===== src/rtl/tag_bank_writer.sv =====
// tag_bank_writer
//   Write side of a 2-way cache tag bank. An allocate request (index, tag)
//   is looked up in both ways. A hit refreshes LRU. A miss fills the first
//   invalid way, or the LRU way when both ways are valid. The response
//   reports hit, the way used, and any evicted tag. Combinational read ports
//   expose both ways' tags and valid bits at rd_index for the external
//   2-to-1 tag mux.
//
//   Request path : req_valid/req_ready, req_index, req_tag
//   Response path: resp_valid/resp_ready, resp_hit, resp_way, resp_evict,
//                  resp_evict_tag (held stable until accepted)
//   Control      : flush (honoured only while idle; clears valid and LRU)
//   Read side    : rd_index -> rd_tag0/rd_tag1, rd_valid0/rd_valid1
//
//   Optional build macro TAG_BANK_STATS_EN adds saturating 16-bit
//   hit_count/miss_count outputs. They are cleared by reset and by flush.
//
//   Sequence per request: IDLE -> LOOKUP -> WRITE -> RESP -> IDLE.
//   resp_valid rises after the third edge counting the acceptance edge.

module tag_bank_writer #(
  parameter int K     = 4,
  parameter int SETS  = 8,
  parameter int IDX_W = $clog2(SETS)
) (
  input  logic             clk,
  input  logic             rst_n,
  input  logic             req_valid,
  output logic             req_ready,
  input  logic [IDX_W-1:0] req_index,
  input  logic [K-1:0]     req_tag,
  output logic             resp_valid,
  input  logic             resp_ready,
  output logic             resp_hit,
  output logic             resp_way,
  output logic             resp_evict,
  output logic [K-1:0]     resp_evict_tag,
  input  logic             flush,
  input  logic [IDX_W-1:0] rd_index,
  output logic [K-1:0]     rd_tag0,
  output logic [K-1:0]     rd_tag1,
  output logic             rd_valid0,
  output logic             rd_valid1
`ifdef TAG_BANK_STATS_EN
  ,
  output logic [15:0]      hit_count,
  output logic [15:0]      miss_count
`endif
);

  typedef enum logic [1:0] {IDLE, LOOKUP, WRITE, RESP} state_t;

  state_t           state;

  logic [K-1:0]     tag0_mem [SETS];
  logic [K-1:0]     tag1_mem [SETS];
  logic [SETS-1:0]  valid0_mem;
  logic [SETS-1:0]  valid1_mem;
  logic [SETS-1:0]  lru_mem;     // way to victimise next when both ways valid

  logic [IDX_W-1:0] idx_q;
  logic [K-1:0]     tag_q;

  // Lookup results for the latched request
  logic             hit0, hit1;
  logic             lk_hit;
  logic             lk_way;
  logic             lk_evict;
  logic [K-1:0]     lk_evict_tag;

  assign req_ready = (state == IDLE) && !flush;

  assign rd_tag0   = tag0_mem[rd_index];
  assign rd_tag1   = tag1_mem[rd_index];
  assign rd_valid0 = valid0_mem[rd_index];
  assign rd_valid1 = valid1_mem[rd_index];

  always_comb begin
    hit0         = valid0_mem[idx_q] && (tag0_mem[idx_q] == tag_q);
    hit1         = valid1_mem[idx_q] && (tag1_mem[idx_q] == tag_q);
    lk_hit       = hit0 || hit1;
    lk_way       = 1'b0;
    lk_evict     = 1'b0;
    lk_evict_tag = '0;
    if (hit0) begin
      lk_way = 1'b0;
    end else if (hit1) begin
      lk_way = 1'b1;
    end else if (!valid0_mem[idx_q]) begin
      lk_way = 1'b0;
    end else if (!valid1_mem[idx_q]) begin
      lk_way = 1'b1;
    end else begin
      // Both ways valid and no hit: evict the LRU way
      lk_way       = lru_mem[idx_q];
      lk_evict     = 1'b1;
      lk_evict_tag = lru_mem[idx_q] ? tag1_mem[idx_q] : tag0_mem[idx_q];
    end
  end

  always_ff @(posedge clk or negedge rst_n) begin
    if (!rst_n) begin
      state          <= IDLE;
      tag0_mem       <= '{default: '0};
      tag1_mem       <= '{default: '0};
      valid0_mem     <= '0;
      valid1_mem     <= '0;
      lru_mem        <= '0;
      idx_q          <= '0;
      tag_q          <= '0;
      resp_valid     <= 1'b0;
      resp_hit       <= 1'b0;
      resp_way       <= 1'b0;
      resp_evict     <= 1'b0;
      resp_evict_tag <= '0;
`ifdef TAG_BANK_STATS_EN
      hit_count      <= '0;
      miss_count     <= '0;
`endif
    end else begin
      case (state)
        IDLE: begin
          if (flush) begin
            valid0_mem <= '0;
            valid1_mem <= '0;
            lru_mem    <= '0;
`ifdef TAG_BANK_STATS_EN
            hit_count  <= '0;
            miss_count <= '0;
`endif
          end else if (req_valid) begin
            idx_q <= req_index;
            tag_q <= req_tag;
            state <= LOOKUP;
          end
        end

        LOOKUP: begin
          resp_hit       <= lk_hit;
          resp_way       <= lk_way;
          resp_evict     <= lk_evict;
          resp_evict_tag <= lk_evict_tag;
`ifdef TAG_BANK_STATS_EN
          if (lk_hit) begin
            if (hit_count != 16'hFFFF) hit_count <= hit_count + 16'd1;
          end else begin
            if (miss_count != 16'hFFFF) miss_count <= miss_count + 16'd1;
          end
`endif
          state <= WRITE;
        end

        WRITE: begin
          if (!resp_hit) begin
            if (resp_way) begin
              tag1_mem[idx_q]   <= tag_q;
              valid1_mem[idx_q] <= 1'b1;
            end else begin
              tag0_mem[idx_q]   <= tag_q;
              valid0_mem[idx_q] <= 1'b1;
            end
          end
          lru_mem[idx_q] <= ~resp_way;
          resp_valid     <= 1'b1;
          state          <= RESP;
        end

        RESP: begin
          if (resp_ready) begin
            resp_valid <= 1'b0;
            state      <= IDLE;
          end
        end

        default: state <= IDLE;
      endcase
    end
  end

endmodule


===== config.mk =====
export PLATFORM = sky130hd
export DESIGN_NAME = tag_bank_writer
export DESIGN_NICKNAME = d
export VERILOG_FILES = /design/src/rtl/tag_bank_writer.sv
export SDC_FILE = /design/constraint.sdc
export NUM_CORES = 1
export LEC_CHECK = 0
export CAP_MARGIN = 20
export CORE_MARGIN = 10
export CORE_UTILIZATION = 47
export CTS_BUF_LIST = sky130_fd_sc_hd__clkbuf_8
export DETAILED_ROUTE_END_ITERATION = 16
export GPL_TIMING_DRIVEN = 0
export PLACE_DENSITY = 0.71
export SLEW_MARGIN = 25
export SYNTH_ARGS = -nofsm -noshare
export SYNTH_HDL_FRONTEND = slang
export SYNTH_SLANG_ARGS = --single-unit

===== constraint.sdc =====
create_clock -name clk -period 2.15 [get_ports clk]
set_input_delay 0.215 -clock clk [delete_from_list [all_inputs] [get_ports clk]]
set_output_delay 0.215 -clock clk [all_outputs]
set_load 0.02 [all_outputs]

Word-level counts from Yosys, hierarchy flattened
Index checks and enable logic that the tools add are counted.
{ "totals": {"input_bits": 15, "elab_cells": 126, "reg_bits": 105} }
{ "op_classes": {"order_cmp": 6, "n_eq_ne": 12, "bitwise": 7, "reduce_logical": 18, "n_mux": 56} }
{ "op_table": {"columns": ["cell", "count"], "rows": [
  ["bitwise mux 32 bit", 2],
  ["two-way mux 4 bit", 14],
  ["binary-select mux 4 bit (select 3 bit)", 4],
  ["case mux 8 bit (2 select lines)", 3],
  ["two-way mux 8 bit", 5],
  ["bitwise OR 8 bit", 2],
  ["binary-select mux 1 bit (select 3 bit)", 5],
  ["two-way mux 1 bit", 15],
  ["inequality test 2 bit (second input constant)", 7],
  ["demux 4 bit (select 3 bit)", 1],
  ["AND reduction 3 bit", 4],
  ["bitwise mux 8 bit", 1],
  ["equality test 4 bit", 2],
  ["greater-or-equal comparator 4 bit (second input constant)", 2],
  ["< comparator 3 x 4 -> 1 bit (second input constant)", 2],
  ["inverter 3 -> 4 bit", 2],
  ["case mux 2 bit (4 select lines)", 1],
  ["AND reduction 4 bit", 2],
  ["two-way mux 2 bit", 3],
  ["logical AND 1 bit", 5],
  ["equality test 2 bit (second input constant)", 2],
  ["< comparator 4 x 1 -> 1 bit (second input constant)", 1],
  ["AND reduction 2 bit", 2],
  ["nonzero test 2 bit", 2],
  ["8 further kinds", 10]
]} }

Depth between registers and ports, before layout
Gate-level depths: netlist (run 1).
{ "logic_depth": {"ltp_word": 9, "mapped_depth": 9} }

Least setup slack after synthesis (run 1)
No wires, ideal clock.
{ "synth_timing": {"kind": "reg2reg", "from": "register idx_q[0]", "to": "register resp_evict", "stages_incl_launch_ff": 8, "arrival_time_ps": 2120, "slack_ps": -92, "path_cell_list": "dfrtp_1 -> buf_6 -> mux4_2 -> mux2i_4 -> xor2_1 -> nand2_1 -> or4b_4 -> a32o_1"} }
{ "synth_via": {"elab_chain_len": 8, "elab_cells_between_ends": 19, "cone_classes": "2 x eq/ne; 14 x mux; 1 x bitwise; 2 x reduce/logical"} }
{ "synth_rtl": {"columns": ["item", "line", "text"], "rows": [
  ["start, declared", "61", "logic [IDX_W-1:0] idx_q;"],
  ["start signal, assigned", "132", "idx_q <= req_index;"],
  ["inverter 3 -> 4 bit (implied by the code)", "79, 80", null],
  ["binary-select mux 4 bit (select 3 bit)", "80", "hit1 = valid1_mem[idx_q] && (tag1_mem[idx_q] == tag_q);"],
  ["two-way mux 4 bit (implied by the code) (2 in series)", "80", null],
  ["equality test 4 bit", "80", null],
  ["logical AND 1 bit", "80", null],
  ["two-way mux 1 bit", "87", "end else if (hit1) begin"],
  ["two-way mux 1 bit (*)", "85", "if (hit0) begin"],
  ["end signal, assigned", "141", "resp_evict <= lk_evict;"],
  ["end, declared", "36", "output logic resp_evict,"]
]} }
Every way passes the cells marked *; elsewhere a longest branch is shown, timed or not. The select of a mux whose other input is x is not followed.
A chain may end at the register's enable or synchronous reset.

Final worst setup path (run 1)
Ends and elaborated chain as after synthesis.

==> results of run 1 <==
==> final cells by class <==
cell class              instances  share of cell area
multi-input cells             340               0.460
flip-flops and latches        105               0.386
repair buffers                 43              0.0593
plain buffers                  29              0.0294
well taps                     147              0.0270
clock buffers                  10              0.0202
clock inverters                 6              0.0132
inverters                      10             0.00551
==> registers in the layout, summed over array words and instances, names as in the netlist, 2 cells and up <==
name            count
idx_q               3
lru_mem             8
resp_evict_tag      4
state               2
tag0_mem           32
tag1_mem           32
tag_q               4
valid0_mem          8
valid1_mem          8
==> cells in the mapped netlist, types with 2 or more instances <==
master      n  area (um2)
o211ai_1    2        15.0
clkbuf_1   19        71.3
inv_1      10        37.5
a21oi_1    15        75.1
nor4b_1     2        17.5
ha_1        4        50.1
a22oi_1     8        60.1
o22ai_1     8        50.1
xor2_1      2        17.5
a221oi_1    2        17.5
or2_2       2        12.5
and3b_1     3        26.3
xnor2_1     3        26.3
o21a_1      3        22.5
nor3_1      4        20.0
buf_4       2        15.0
nor3b_1     2        15.0
and3_1      3        18.8
dfrtp_1   105        2630
o32ai_1     4        35.0
nand2b_1    4        25.0
nand3b_1    5        37.5
mux4_2     22         495
mux2i_1    30         300
or3b_2      2        17.5
nor2b_1     7        43.8
a22o_1      8        70.1
a31oi_1     7        43.8
mux2_2     83         935
a32o_1      2        20.0
buf_1       3        11.3
nand3_1     4        20.0
buf_2       7        35.0
nand2_1    35         131
nor2_1     37         139
o21ai_0    14        70.1
==> cells by family (layout without fill, tap and decap cells) <==
| family | Yosys count | after routing | synth area share |
|---|---|---|---|
| adders and majority gates | 4 | 4 | 0.00868 |
| AOI/OAI and AO/OA | 80 | 80 | 0.0939 |
| buffers and inverters | 42 | 98 | 0.0315 |
| and+or+nand+nor | 115 | 115 | 0.0987 |
| DFF | 105 | 105 | 0.456 |
| xor gates and xnor gates | 5 | 5 | 0.00760 |
| muxes | 136 | 136 | 0.304 |
==> through the flow <==
stage	power (mW)	utilization	hold slack [ns]	worst slack [ns]	TNS [ns]
global placement	7.99	0.522	0.487	-3.05	-344.96
finish	10.2	0.567	0.321	-0.228	-1.28
global route	10.7	0.567	0.351	-0.326	-1.99
CTS	9.93	0.561	0.322	-0.224	-1.33
floorplan	6.63	-	-0.0806	-0.0297	-0.0546
detailed placement	8.17	0.525	0.185	-1.37	-29.39
==> power groups by stage <==
stage                     combinational, mW  sequential [mW]  clock [mW]
after floorplan                        3.42             3.21           0
after global placement                 4.68             3.31           0
after detailed placement               4.82             3.35           0
after CTS                              5.16             3.35        1.43
after global routing                   5.73             3.48        1.51
final                                  5.37             3.37        1.41
==> per-layer routing <==
| metal | vias up | wire length, um | part of all wire |
|---|---|---|---|
| li1 | 1895 | - | - |
| met5 | - | 0 | 0 |
| met4 | 0 | 276 | 0.017 |
| met2 | 181 | 7540 | 0.47 |
| met3 | 21 | 1260 | 0.079 |
| met1 | 2188 | 6910 | 0.43 |
==> timing repair <==
action,4_1_cts,5_1_grt
pin swaps,4,5
resized for setup,84,15
setup buffers,8,2
endpoints found under the setup margin,94,60
hold buffers,1,0
hold endpoints to repair,47,0
==> worst max-delay path, delay by kind of cell, from the launching register on <==
| kind | cells | cell delay, ns |
|---|---|---|
| flops | 1 | 0.35 |
| buf+inv | 1 | 0.15 |
| xor+xnor | 1 | 0.19 |
| mux | 2 | 0.77 |
| compound gates | 1 | 0.23 |
| simple gates | 2 | 0.60 |
==> path summary, 6_finish.rpt <==
check | startpoint | endpoint | slack [ns] | depth (start not counted)
worst min-delay path | rst_n | state[1] | 0.32 | 2
min in group clk | resp_ready | resp_valid | 0.42 | 2
max in group asynchronous | rst_n | idx_q[2] | 1.17 | 3
worst max-delay path | idx_q[0] | resp_evict | -0.23 | 7
worst min register to register | tag1_mem[27] | tag1_mem[27] | 0.52 | 2
worst max register to register | idx_q[0] | resp_evict | -0.23 | 7
==> flow_summary.toml, run 1 <==
[placement]
io_buffers = 31
hpwlAfterDp_mm = 11.1
dp_cells = 666
post_dp_cell_area_um2 = 6300
place.gp.congestion = 0.899

[route]
wl_per_cell_um = 23.2
drtIter0Drc = 487
drc = 0
firstDrtPassIters = 5
drt-vias-per-instance = 6.21
postRouteAntennaNets = 0
routed_wl_mm = 16.0
route.vias.total = 4285

[die]
die-area_um2 = 17100
initial_core_util = 0.480
die_h_um = 131
dieWidth_um = 131
core_area_um2 = 12000
row_count = 40
io_pins = 34

[cts]
cts_max_path_buffers = 2
cts.sinks = 105
tritoncts = "built"
path_clk_slew_ns = 0.10
cts-root-buf = "clkbuf_8"
htreeDepth = 3
cts_buffers = 9
worstSkewPairLatency_ns = 0.40

[cells_and_area]
seq_area_um2 = 2630
final_common_cell = "dfrtp_1"
multiInputGateArea_um2 = 3130
num_antenna_cells = 0
fin_nets = 557
n_fill_cell = 1024
layout_common_cells = "dfrtp_1 (104), mux2_2 (83), nand2_1 (35), mux2i_1 (28), nor2_1 (25)"
fin_cells = 690
stdcell_area_um2 = 6810
syn2layout_area_growth_pct = 18.1
drive_gt1_frac = 0.359

[global_route]
met2_usage = 0.295
antenna_found_initial = 0
grt_max_degree = 59
use_met1 = 0.263
grt_pass1_vias = 4335
globalRouteMet3Util = 0.0592
busiest_layer = "met2"
overflow = 0
grt.total_usage = 0.194
grt_pass1_wl_mm = 25.1

[yosys]
synthCells = 487
synth_edf_count = 0
syn_area_per_cell_um2 = 11.8
synthFlopType = "dfrtp_1"
synthArstFlopShare = 1.00
synth-seq-cells = 105
yosysUniqueCellTypes = 50
yosys_warnings = 0
syn_nets = 506
synth-seq-area-share = 0.456
syn_area_um2 = 5770

[power]
power_density_nw_per_um2 = 1490
power_frac_comb = 0.529
seq_power_share = 0.332
power_frac_clock = 0.139
p_sw_frac = 0.425
peakVddDrop_uv = 656
p_leak_nw = 3.04
p_sw_mw = 4.32
p_int_mw = 5.83

[sta]
worst_pin_slew_ns = 0.864
post-route-period-util = 1.11
drv_slew = 0
grt_setup_unrepaired = "yes"
fin_skew_ns = 0.0159
finalSetupViolations = 7
layout_min_cycle_time_ns = 2.38
maxSlewHeadroom = 0.424
fmax_mhz = 421
hold_viol_final = 0
finalWorstSetupSlack_ns = -0.228

[worst_setup_path]
critPathLaunchType = "flop"
slowest_delay_ns = 0.54
slowest_stage = "mux4_2"
arrival_ns = 2.67
end_kind = "flop"
required_ns = 2.44
worstSetupPathType = "reg2reg"
path_cells = "buf_6, mux4_2, mux2i_4, xor2_1, nand2_1, or4b_4, a32o_1"
path_max_fanout = 7

[run_status]
violations = "setup timing"
status = "complete, but fails checks"

[hold_path]
hold_class = "in2async"

[job]
drv_cap = 0
No activity file was read; power rests on OpenSTA's default activity.
==> inputs of run 2 (changes only) <==
- CORE_UTILIZATION: 47 -> 55
- PLACE_DENSITY: 0.71 -> 0.8
==> run 2 against run 1 <==
Net effect: the flow still finishes with violations (setup timing); final cell count shrank 1.4%; flip-flop and latch count is the same; global-route usage grew 1.9 points; sequential share of layout area grew 0.30 points; clock power shrank 23%; critical path depth is the same; critical endpoint is now resp_way; largest power group unchanged; highest routed layer unchanged.
==> flow_summary.toml, run 2 (synthesis results as in run 1) <==
[sta]
worst_pin_slew_ns = 0.894
drv_slew = 0
post-route-period-util = 1.11
fmax_mhz = 420
layout_min_cycle_time_ns = 2.38
finalWorstSetupSlack_ns = -0.234
finalSetupViolations = 7
hold_viol_final = 0
fin_skew_ns = 0.0171
whs_ns = 0.294
maxSlewHeadroom = 0.404
grt_setup_unrepaired = "yes"

[die]
row_count = 37
die_h_um = 122
io_pins = 34
core_area_um2 = 10300
die-area_um2 = 15000
dieWidth_um = 122
initial_core_util = 0.561

[run_status]
status = "complete, but fails checks"
violations = "setup timing"

[route]
routed_wl_mm = 15.7
drc = 0
wl_per_cell_um = 23.2
drtIter0Drc = 480
postRouteAntennaNets = 0
route.vias.total = 4382
firstDrtPassIters = 6
drt-vias-per-instance = 6.44

[worst_setup_path]
arrival_ns = 2.66
path_max_fanout = 10
end_kind = "flop"
required_ns = 2.43
worstSetupPathType = "reg2reg"
critPathLaunchType = "flop"

[cells_and_area]
drive_gt1_frac = 0.344
fin_nets = 559
layout_common_cells = "dfrtp_1 (104), mux2_2 (83), nand2_1 (34), mux2i_1 (29), nor2_1 (24)"
final_common_cell = "dfrtp_1"
stdcell_area_um2 = 6760
num_antenna_cells = 0
n_fill_cell = 814
post-route-util = 0.658
reg_top3 = "tag0_mem x32, tag1_mem x32"
syn2layout_area_growth_pct = 17.2

[placement]
place.gp.congestion = 0.924
post_dp_cell_area_um2 = 6290
io_buffers = 31
dp_worst_setup_slack_ns = -1.38
hpwlAfterDp_mm = 10.9

[cts]
cts_max_path_buffers = 2
worstSkewPairLatency_ns = 0.38
path_clk_slew_ns = 0.10
cts-root-buf = "clkbuf_8"
htreeDepth = 3
tritoncts = "built"
cts_buffers = 9
cts.sinks = 105

[global_route]
grt_pass1_vias = 4361
globalRouteMet3Util = 0.0574
overflow = 0
grt.total_usage = 0.214
use_met1 = 0.285
busiest_layer = "met2"
grt_max_degree = 68
met2_usage = 0.331
grt_pass1_wl_mm = 24.5
antenna_found_initial = 0

[job]
drv_cap = 0

[power]
power_density_nw_per_um2 = 1460
total_power_mw = 9.86
p_leak_nw = 3.05
peakVddDrop_uv = 722

[hold_path]
hold_class = "in2async"
==> run 2: cell types whose count changed in the layout (fill, tap and decap cells not counted), moves of 2 or more <==
cell             delta
inv_1               +2
buf_2               -5
bufinv_16           -2
o32ai_2             -2
clkdlybuf4s15_2     -3
o32ai_1             +2
dlygate4sd2_1      +10
mux2i_2             -2
==> run 2: layer usage <==
| layer | vias to the layer above | part of all wire |
|---|---|---|
| li1 | 1898 | - |
| met1 | 2217 | 0.42 |
| met2 | 225 | 0.46 |
| met3 | 42 | 0.095 |
| met4 | 0 | 0.029 |
| met5 | - | 0 |
==> run 2: cell type report <==
cell class	instances	area (um2)	area share
clock inverters	6	37.5	0.00555
inverters	10	37.5	0.00555
well taps	136	170	0.0252
flip-flops and latches	105	2630	0.389
multi-input cells	340	3140	0.464
plain buffers	30	206	0.0305
repair buffers	44	419	0.0620
clock buffers	9	124	0.0183
==> run 2: repair_timing <==
item,4_1_cts,5_1_grt
setup endpoints to repair,89,55
gates resized for setup,63,15
hold buffers,1,0
buffers inserted,9,2
endpoints found under the hold margin,38,0
pin swaps,7,4
==> run 2: worst max-delay path: stages (launching register included) <==
cell,delay (ns)
dfrtp_2,0.46
buf_4,0.20
or2_2,0.34
o22ai_1,0.21
nor2_2,0.09
xnor2_1,0.18
or4b_4,0.57
a31o_1,0.24
==> run 2: path summary, 6_finish.rpt <==
check	from	endpoint	slack, ns	depth (start not counted)
worst max-delay path	idx_q[2]	resp_way	-0.23	7
worst min-delay path	rst_n	resp_valid	0.29	2
worst max register to register	idx_q[2]	resp_way	-0.23	7
worst min register to register	tag0_mem[23]	tag0_mem[23]	0.52	2
max in group asynchronous	rst_n	tag0_mem[19]	1.20	3
min in group clk	resp_ready	resp_valid	0.43	2
==> run 2: metrics by stage <==
step / cells / TNS [ns]
global route: 680 / -1.69
CTS: 678 / -0.955
floorplan: 487 / -0.0546
finish: 680 / -1.23
detailed placement: 655 / -27.40
global placement: 654 / -338.49
==> run 2: report_power, final <==
group          switching [mW]  internal [mW]  total (mW)
clock network           0.666          0.411        1.08
logic                    2.97           2.47        5.44
registers               0.624           2.72        3.34
total                    4.26           5.60        9.86
